<file path="config.mk">
export PLATFORM = sky130hd
export DESIGN_NAME = sad_accumulate_stage
export DESIGN_NICKNAME = d
export VERILOG_FILES = /design/src/rtl/sad_accumulate_stage_pkg.sv /design/src/rtl/sad_abs_diff.sv /design/src/rtl/sad_accumulate_stage.sv
export SDC_FILE = /design/constraint.sdc
export NUM_CORES = 2
export LEC_CHECK = 0
export ABC_AREA = 1
export BUFFER_PORTS_ARGS = -buffer_cell sky130_fd_sc_hd__buf_2
export CORE_MARGIN = 3
export CORE_UTILIZATION = 25
export CTS_BUF_LIST = sky130_fd_sc_hd__clkbuf_16
export DETAILED_ROUTE_END_ITERATION = 10
export GPL_TIMING_DRIVEN = 1
export PLACE_DENSITY = 0.45
export SYNTH_ARGS = -nofsm -noshare
export SYNTH_HDL_FRONTEND = slang
export SYNTH_SLANG_ARGS = --single-unit
</file>
<file path="constraint.sdc">
create_clock -name Clk -period 6.02 [get_ports Clk]
set_clock_uncertainty 0.2 [all_clocks]
set_input_delay 0.301 -clock Clk [delete_from_list [all_inputs] [get_ports Clk]]
set_output_delay 0.301 -clock Clk [all_outputs]
set_load 0.01 [all_outputs]
</file>
<file path="src/rtl/sad_accumulate_stage_pkg.sv">
// Shared constants for the SAD accumulate stage: pair count, adder-tree growth
// and the all-ones saturation / minimum-tracker initial values.
package sad_accumulate_stage_pkg;

   localparam int NUM_PAIRS      = 8;
   localparam int DEFAULT_DATA_W = 32;
   localparam int SAD_EXTRA_W    = 3;
   localparam int SAD_SUM_W      = DEFAULT_DATA_W + SAD_EXTRA_W;

   localparam logic [DEFAULT_DATA_W-1:0] SAD_SAT  = {DEFAULT_DATA_W{1'b1}};
   localparam logic [DEFAULT_DATA_W-1:0] MIN_INIT = {DEFAULT_DATA_W{1'b1}};

endpackage

</file>
<file path="src/rtl/sad_abs_diff.sv">
// Combinational unsigned absolute difference: always larger minus smaller,
// so the result never wraps.
module sad_abs_diff #(
   parameter int DATA_W = 32
) (
   input  logic [DATA_W-1:0] a,
   input  logic [DATA_W-1:0] b,
   output logic [DATA_W-1:0] diff
);

   assign diff = (a >= b) ? (a - b) : (b - a);

endmodule

</file>
<file path="src/rtl/sad_accumulate_stage.sv">
// Writeback-side SAD unit: 3-stage |a-b| / adder-tree pipeline with rd and
// RegWrite carried alongside, plus a running minimum tracker and result counter.
module sad_accumulate_stage
   import sad_accumulate_stage_pkg::*;
#(
   parameter int DATA_W = DEFAULT_DATA_W,
   parameter int POS_W  = 32,
   parameter int CNT_W  = 16
) (
   input  logic              Clk,
   input  logic              Reset,
   input  logic              SAD,
   input  logic              Stall,
   input  logic              ClearMin,
   input  logic [POS_W-1:0]  Position,
   input  logic [4:0]        RegDstResult,
   input  logic              RegWriteCtrl,
   input  logic [DATA_W-1:0] A0,
   input  logic [DATA_W-1:0] B0,
   input  logic [DATA_W-1:0] A1,
   input  logic [DATA_W-1:0] B1,
   input  logic [DATA_W-1:0] A2,
   input  logic [DATA_W-1:0] B2,
   input  logic [DATA_W-1:0] A3,
   input  logic [DATA_W-1:0] B3,
   input  logic [DATA_W-1:0] A4,
   input  logic [DATA_W-1:0] B4,
   input  logic [DATA_W-1:0] A5,
   input  logic [DATA_W-1:0] B5,
   input  logic [DATA_W-1:0] A6,
   input  logic [DATA_W-1:0] B6,
   input  logic [DATA_W-1:0] A7,
   input  logic [DATA_W-1:0] B7,
   output logic              oValid,
   output logic [DATA_W-1:0] oSADResult,
   output logic [4:0]        oRd,
   output logic              oRegWrite,
   output logic [DATA_W-1:0] oMinSAD,
   output logic [POS_W-1:0]  oMinPos,
   output logic              oMinValid,
   output logic [CNT_W-1:0]  oCount
);

   localparam int SumW  = DATA_W + SAD_EXTRA_W;
   localparam int PartW = DATA_W + 2;
   localparam int Half  = NUM_PAIRS / 2;

   logic [DATA_W-1:0] opA     [NUM_PAIRS];
   logic [DATA_W-1:0] opB     [NUM_PAIRS];
   logic [DATA_W-1:0] absDiff [NUM_PAIRS];

   assign opA[0] = A0;  assign opB[0] = B0;
   assign opA[1] = A1;  assign opB[1] = B1;
   assign opA[2] = A2;  assign opB[2] = B2;
   assign opA[3] = A3;  assign opB[3] = B3;
   assign opA[4] = A4;  assign opB[4] = B4;
   assign opA[5] = A5;  assign opB[5] = B5;
   assign opA[6] = A6;  assign opB[6] = B6;
   assign opA[7] = A7;  assign opB[7] = B7;

   for (genvar i = 0; i < NUM_PAIRS; i++) begin : genAbs
      sad_abs_diff #(.DATA_W(DATA_W)) uAbsDiff (
         .a    (opA[i]),
         .b    (opB[i]),
         .diff (absDiff[i])
      );
   end

   logic              valid1, we1;
   logic [4:0]        rd1;
   logic [POS_W-1:0]  pos1;
   logic [DATA_W-1:0] diff1 [NUM_PAIRS];

   // Stage 1 captures the eight differences and the sideband; Stall freezes it.
   always_ff @(posedge Clk or negedge Reset) begin
      if (!Reset) begin
         valid1 <= 1'b0;
         we1    <= 1'b0;
         rd1    <= '0;
         pos1   <= '0;
         for (int i = 0; i < NUM_PAIRS; i++) diff1[i] <= '0;
      end else if (!Stall) begin
         valid1 <= SAD;
         we1    <= RegWriteCtrl;
         rd1    <= RegDstResult;
         pos1   <= Position;
         for (int i = 0; i < NUM_PAIRS; i++) diff1[i] <= absDiff[i];
      end
   end

   logic [PartW-1:0] partLo, partHi;

   always_comb begin
      partLo = '0;
      partHi = '0;
      for (int i = 0; i < Half; i++) begin
         partLo = partLo + PartW'(diff1[i]);
         partHi = partHi + PartW'(diff1[i+Half]);
      end
   end

   logic             valid2, we2;
   logic [4:0]       rd2;
   logic [POS_W-1:0] pos2;
   logic [PartW-1:0] part2Lo, part2Hi;

   // Stage 2 holds the two 4-term partial sums at full width.
   always_ff @(posedge Clk or negedge Reset) begin
      if (!Reset) begin
         valid2  <= 1'b0;
         we2     <= 1'b0;
         rd2     <= '0;
         pos2    <= '0;
         part2Lo <= '0;
         part2Hi <= '0;
      end else if (!Stall) begin
         valid2  <= valid1;
         we2     <= we1;
         rd2     <= rd1;
         pos2    <= pos1;
         part2Lo <= partLo;
         part2Hi <= partHi;
      end
   end

   logic [SumW-1:0]   sumFull;
   logic [DATA_W-1:0] satSum;

   assign sumFull = SumW'(part2Lo) + SumW'(part2Hi);
   assign satSum  = (|sumFull[SumW-1:DATA_W]) ? {DATA_W{1'b1}} : sumFull[DATA_W-1:0];

   // Stage 3 registers the saturated result; the tracker sees it on the same edge.
   always_ff @(posedge Clk or negedge Reset) begin
      if (!Reset) begin
         oValid     <= 1'b0;
         oSADResult <= '0;
         oRd        <= '0;
         oRegWrite  <= 1'b0;
      end else if (!Stall) begin
         oValid     <= valid2;
         oSADResult <= satSum;
         oRd        <= rd2;
         oRegWrite  <= valid2 & we2;
      end
   end

   logic [DATA_W-1:0] nextMin;
   logic [POS_W-1:0]  nextPos;
   logic              nextMinValid;
   logic [CNT_W-1:0]  nextCount;

   // A clear is applied first so a result arriving on the same edge reseeds the tracker.
   always_comb begin
      nextMin      = ClearMin ? {DATA_W{1'b1}} : oMinSAD;
      nextPos      = ClearMin ? '0 : oMinPos;
      nextMinValid = ClearMin ? 1'b0 : oMinValid;
      nextCount    = ClearMin ? '0 : oCount;
      if (valid2) begin
         if (!nextMinValid || (satSum < nextMin)) begin
            nextMin = satSum;
            nextPos = pos2;
         end
         nextMinValid = 1'b1;
         if (nextCount != {CNT_W{1'b1}}) nextCount = nextCount + CNT_W'(1);
      end
   end

   always_ff @(posedge Clk or negedge Reset) begin
      if (!Reset) begin
         oMinSAD   <= {DATA_W{1'b1}};
         oMinPos   <= '0;
         oMinValid <= 1'b0;
         oCount    <= '0;
      end else if (!Stall) begin
         oMinSAD   <= nextMin;
         oMinPos   <= nextPos;
         oMinValid <= nextMinValid;
         oCount    <= nextCount;
      end
   end

endmodule

</file>
* Word level (Yosys, flattened, before mapping) *
Index checks and enable logic that the tools add are counted.

word-level totals
  register bits = 522
  bits in latches = 0
  RAM bits = 0
  ROM bits = 0
  input bits = 555
  output and inout bits = 120
  memories = 0

cells by class
  add/subtract/negate cells = 24
  multipliers = 0
  divide/modulo/power cells = 0
  $lt $le $gt $ge = 9
  eq/ne operators = 1
  shift-type cells = 0
  muxes and demuxes = 20
  bitwise logic cells = 1
  reductions and logical operators = 3

operators with widths
  operator                                        count
  subtractor 32 bit                               16
  2-to-1 mux 32 bit                               15
  >= comparator 32 bit                            8
  adder 33 x 32 -> 34 bit                         2
  adder 34 x 32 -> 34 bit                         2
  adder 32 x 32 -> 33 bit                         2
  2-to-1 mux 16 bit                               3
  adder 34 x 34 -> 35 bit                         1
  < comparator 32 bit                             1
  adder 16 x 1 -> 16 bit (second input constant)  1
  != test 16 bit (second input constant)          1
  OR reduction 3 bit                              1
  2-to-1 mux 1 bit                                2
  bitwise AND 1 bit                               1
  logical NOT 1 bit                               1
  logical OR 1 bit                                1

* Longest topological paths before layout *
  word-level depth = 7
  mapped depth = 35
  mapped depth without buffers = 33

* Modules after synthesis *
A second synthesis with hierarchy kept.

second synthesis, totals
  cell total of the unflattened synthesis = 11983
  area, all modules = 70239.9 um^2

modules (own cells, without submodules)
  module                                 times used  cells an instance  area an instance (um^2)
  sad_abs_diff (genAbs[0].uAbsDiff ...)  6           1060               5127.4
  sad_accumulate_stage                   1           3525               29338.1
  sad_abs_diff (genAbs[6].uAbsDiff ...)  2           1049               5068.6

* Worst setup path after synthesis *
OpenSTA, ideal clock, no wires.

  kind = reg-to-reg
  from = reg part2Lo[0]
  to = reg oMinPos[31]
  setup time = 0.118 ns
  arrival = 4.184 ns
  data required time = 5.702 ns
  slack = 1.518 ns
  stages on the path, launching flop included = 31
  cell sequence = dfrtp_1 > ha_1 > fa_1 > nand3_1 > nand3_1 > nand4_1 > nand2_2 > nand2_1 > nand2_2 > nand2_2 > nand2_1 > nand2_1 > nand2_2 > nor2_4 > clkinv_1 > clkbuf_1 > nor2_1 > inv_1 > ha_1 > a21oi_1 > nor2_1 > a211oi_1 > o221ai_1 > a221oi_1 > nand2_1 > nand2_4 > buf_12 > buf_12 > nand3_2 > nand3_1 > nand2_1

on the way
  cells in the longest elaborated chain, start to end = 7

ends and longest elaborated chain
  what                       line                         RTL
  start, declared            sad_accumulate_stage.sv:105  logic [PartW-1:0] part2Lo, part2Hi;
  start signal, assigned     sad_accumulate_stage.sv:121  part2Lo <= partLo;
  adder 34 x 34 -> 35 bit *  sad_accumulate_stage.sv:129  assign sumFull = SumW'(part2Lo) + SumW'(part2Hi);
  OR reduction 3 bit         sad_accumulate_stage.sv:130  assign satSum = (|sumFull[SumW-1:DATA_W]) ? {DATA_W{1'b1}} : sumFull[DATA_W-1:0];
  2-to-1 mux 32 bit *        sad_accumulate_stage.sv:130
  via satSum[17]             sad_accumulate_stage.sv:127  logic [DATA_W-1:0] satSum;
  < comparator 32 bit *      sad_accumulate_stage.sv:159  if (!nextMinValid || (satSum < nextMin)) begin
  logical OR 1 bit *         sad_accumulate_stage.sv:159
  2-to-1 mux 32 bit *        sad_accumulate_stage.sv:159
  2-to-1 mux 32 bit *        sad_accumulate_stage.sv:158  if (valid2) begin
  end signal, assigned       sad_accumulate_stage.sv:176  oMinPos <= nextPos;
  end, declared              sad_accumulate_stage.sv:39   output logic [POS_W-1:0] oMinPos,

Mark *: on every way through the listed nets, which the timed path passes. The rest lies on a longest branch.
A chain may end at the register's enable or synchronous reset.

* Final worst setup path *
  from = reg part2Lo[0]
  to = reg oMinPos[24]

The elaborated chain is that of the path after synthesis.

==> results.sh <==
export IMPL_max_stage_delay_ns=0.47
export IMPL_multi_input_area_mm2=0.0387
export IMPL_postPlaceCellArea_mm2=0.0642
export IMPL_die_w_um=486
export IMPL_final_net_count=10400
export IMPL_yosysSeqAreaShare_pct=22.8
export IMPL_synthTopCellsByArea="dfrtp_1, ha_1, nand2_1, inv_1, a21oi_1"
export IMPL_synth_cell_type_count=60
export IMPL_powerDensity_mw_per_mm2=398
export IMPL_row_count=175
export IMPL_relSlewSlack_pct=23.8
export IMPL_period_needed_ns=5.41
export IMPL_ys_ff_latch=522
export IMPL_holdWs_ns=0.0476
export IMPL_synthCells=8431
export IMPL_ff_latch_area_mm2=0.0131
export IMPL_cp_end_kind="flip-flop"
export IMPL_routed_wirelength_um=240000
export IMPL_cp_slowest_cell="fa_1"
export IMPL_arrival_ns=5.73
export IMPL_dieArea_mm2=0.236
export IMPL_rsz0062_at_grt="no"
export IMPL_syn_nets=9767
export IMPL_status="finished, final reports clean"
export IMPL_fill_cells=25600
export IMPL_finalSetupViolations=0
export IMPL_crit_required_ns=6.34
export IMPL_cts_sinks=522
export IMPL_crit_top_cell="nand2_1"
export IMPL_finalMaxSlewViolations=0
export IMPL_critical_path_class="flip-flop to flip-flop"
export IMPL_period_share_pct=89.8
export IMPL_synth_top_cells_by_count="nand2_1, inv_1, a21oi_1"
export IMPL_fmax_mhz=185
export IMPL_grt_pass1_wl_um=358000
export IMPL_drt_initial_drc_count=3819
export IMPL_yosysTopAreaCellShare_pct=21.3
export IMPL_cts_buffer_depth=3
export IMPL_clkLatencyLatePin_ns=0.65
export IMPL_grt_pass1_vias=57500
export IMPL_synthesis_area_mm2=0.0575
export IMPL_cp_max_fo=50
export IMPL_drc_errors=0
export IMPL_clk_root_buffer_cell="clkbuf_16"
export IMPL_async_reset_ff_share_pct=100
export IMPL_wl_per_cell_um=19.7
export IMPL_syn2layout_area_growth_pct=16.8
export IMPL_irDropWorstVdd_uv=280
export IMPL_ioPinCount=675
export IMPL_firstDrtPassIters=6
export IMPL_crit_path_start_kind="flip-flop"
export IMPL_cts_inserted_buffers=68
export IMPL_drive_gt1_share_pct=10.9
export IMPL_yosys_warnings=0
export IMPL_hold_viol_final=0
export IMPL_final_setup_tns_ns=0
export IMPL_hp_class="input port to flip-flop"
export IMPL_dp_final_hpwl_um=202000
export IMPL_gr_total_overflow=0
export IMPL_gp_congestion=0.908
export IMPL_portBuffers=674
export IMPL_synth_edf_count=0
export IMPL_htreeDepth=3
export IMPL_grt_max_degree=166
export IMPL_antenna_found_initial=62
export IMPL_synth_area_leader_cell="dfrtp_1"
export IMPL_cts_tree="yes"
export IMPL_grt_usage_pct=19.6
export IMPL_cap_violations=0
export IMPL_coreArea_mm2=0.228
export IMPL_yosysMostFrequentCell="nand2_1"
export IMPL_antenna_left=0
export IMPL_start_util_pct=25.2
export IMPL_vias_per_cell=4.79
export IMPL_vias=58400
export IMPL_synth_flop_cell="dfrtp_1"
export IMPL_clk_pin_slew_ns=0.06
export IMPL_syn_avg_cell_area_um2=6.83
export IMPL_p_leak_nw=34.5
export IMPL_max_slew_worst_pin_slew_ns=1.13
export IMPL_power_total_mw=26.8
export IMPL_finalInstanceArea_mm2=0.0672
export IMPL_die_y_um=486
## report_power, final
group / leakage [nW] / internal, mW / switching (mW)
registers: 6.30 / 4.56 / 1.02
logic: 27.0 / 6.00 / 11.0
clock network: 1.15 / 2.46 / 1.71
## through the flow
stage,instances,worst slack [ns],utilization (%)
after floorplan,8431,1.52,-
after global placement,12000,0.364,28.1
after detailed placement,12000,0.291,28.1
after CTS,12200,0.244,29.4
after global routing,12200,0.0777,29.5
final,12200,0.613,29.5
## sequential cells by signal (all words and copies together) (netlist names), 16 cells and up
name        count
oCount         16
pos1           32
oMinSAD        32
oSADResult     32
part2Lo        34
diff1         256
oMinPos        32
pos2           32
part2Hi        34
## routing by layer
| metal | vias to the layer above | GRT usage, % | wire length (um) |
|---|---|---|---|
| met5 | - | 0 | 171 |
| met4 | 26 | 3.07 | 3600 |
| met3 | 203 | 3.25 | 13400 |
| met2 | 1560 | 30.9 | 105000 |
| met1 | 27700 | 28.2 | 117000 |
| li1 | 28900 | - | - |
## cell families after synthesis
kind of cell	share of synthesized area, %
simple gates	22.6
compound gates	20.9
buf+inv	10.1
fa+ha+maj	18.9
flops	22.8
xor+xnor	4.00
mux	0.761
## worst paths after layout
| path | to | slack (ns) | depth (start not counted) | start |
|---|---|---|---|---|
| setup / recovery | oMinPos[24] | 0.61 | 29 | part2Lo[0] |
| min in group asynchronous | oCount[9] | 0.11 | 2 | Reset |
| max in group asynchronous | valid2 | 3.90 | 3 | Reset |
| hold reg to reg | oMinSAD[18] | 0.27 | 2 | oMinSAD[18] |
| hold / removal | diff1[145] | 0.05 | 5 | B3[17] |
| setup reg to reg | oMinPos[24] | 0.61 | 29 | part2Lo[0] |
## cell usage in the layout (no fill, tap or decap), types with 13 or more instances in the layout
cell type	n
xor2_1	163
o21a_1	83
o31ai_1	24
a21oi_1	938
clkinv_2	13
mux2i_1	37
dfrtp_1	489
nand2_1	2120
o21bai_1	32
xnor2_1	100
o221ai_1	27
dlygate4sd3_1	68
fa_1	145
nand4_1	23
diode_2	27
a211oi_1	25
clkbuf_16	70
nand3_1	200
ha_1	636
buf_4	29
buf_2	672
a21o_1	55
nand3_2	69
inv_1	1314
or2_2	46
o211ai_1	64
a31oi_1	84
nor2_1	625
nor3_1	70
o311ai_0	13
a221oi_1	13
dfstp_2	32
a21boi_0	29
o21ai_0	683
## repair_timing
action / 4_1_cts / 5_1_grt
endpoints found under the hold margin: 197 / 0
hold buffers: 68 / 0
setup buffers: 0 / 3
gates resized for setup: 0 / 4
setup endpoints to repair: 0 / 62
## area by class of cell
cell class	instances	share of cell area, %
Multi-Input combinational cell	6411	57.5
Inverter	1307	7.31
Sequential cell	522	19.5
Antenna cell	27	0.101
Clock buffer	70	2.61
Timing Repair Buffer	780	6.64
Clock inverter	54	0.739
Tap cell	3009	5.60
## critical path, delay by kind of cell (launching register included)
kind	cells	cell delay (ns)
DFF	1	0.38
buffers and inverters	4	0.82
and+or+nand+nor	18	1.99
AOI/OAI and AO/OA	4	0.75
adders and majority gates	3	1.05
(Power assumes the default switching activity.)
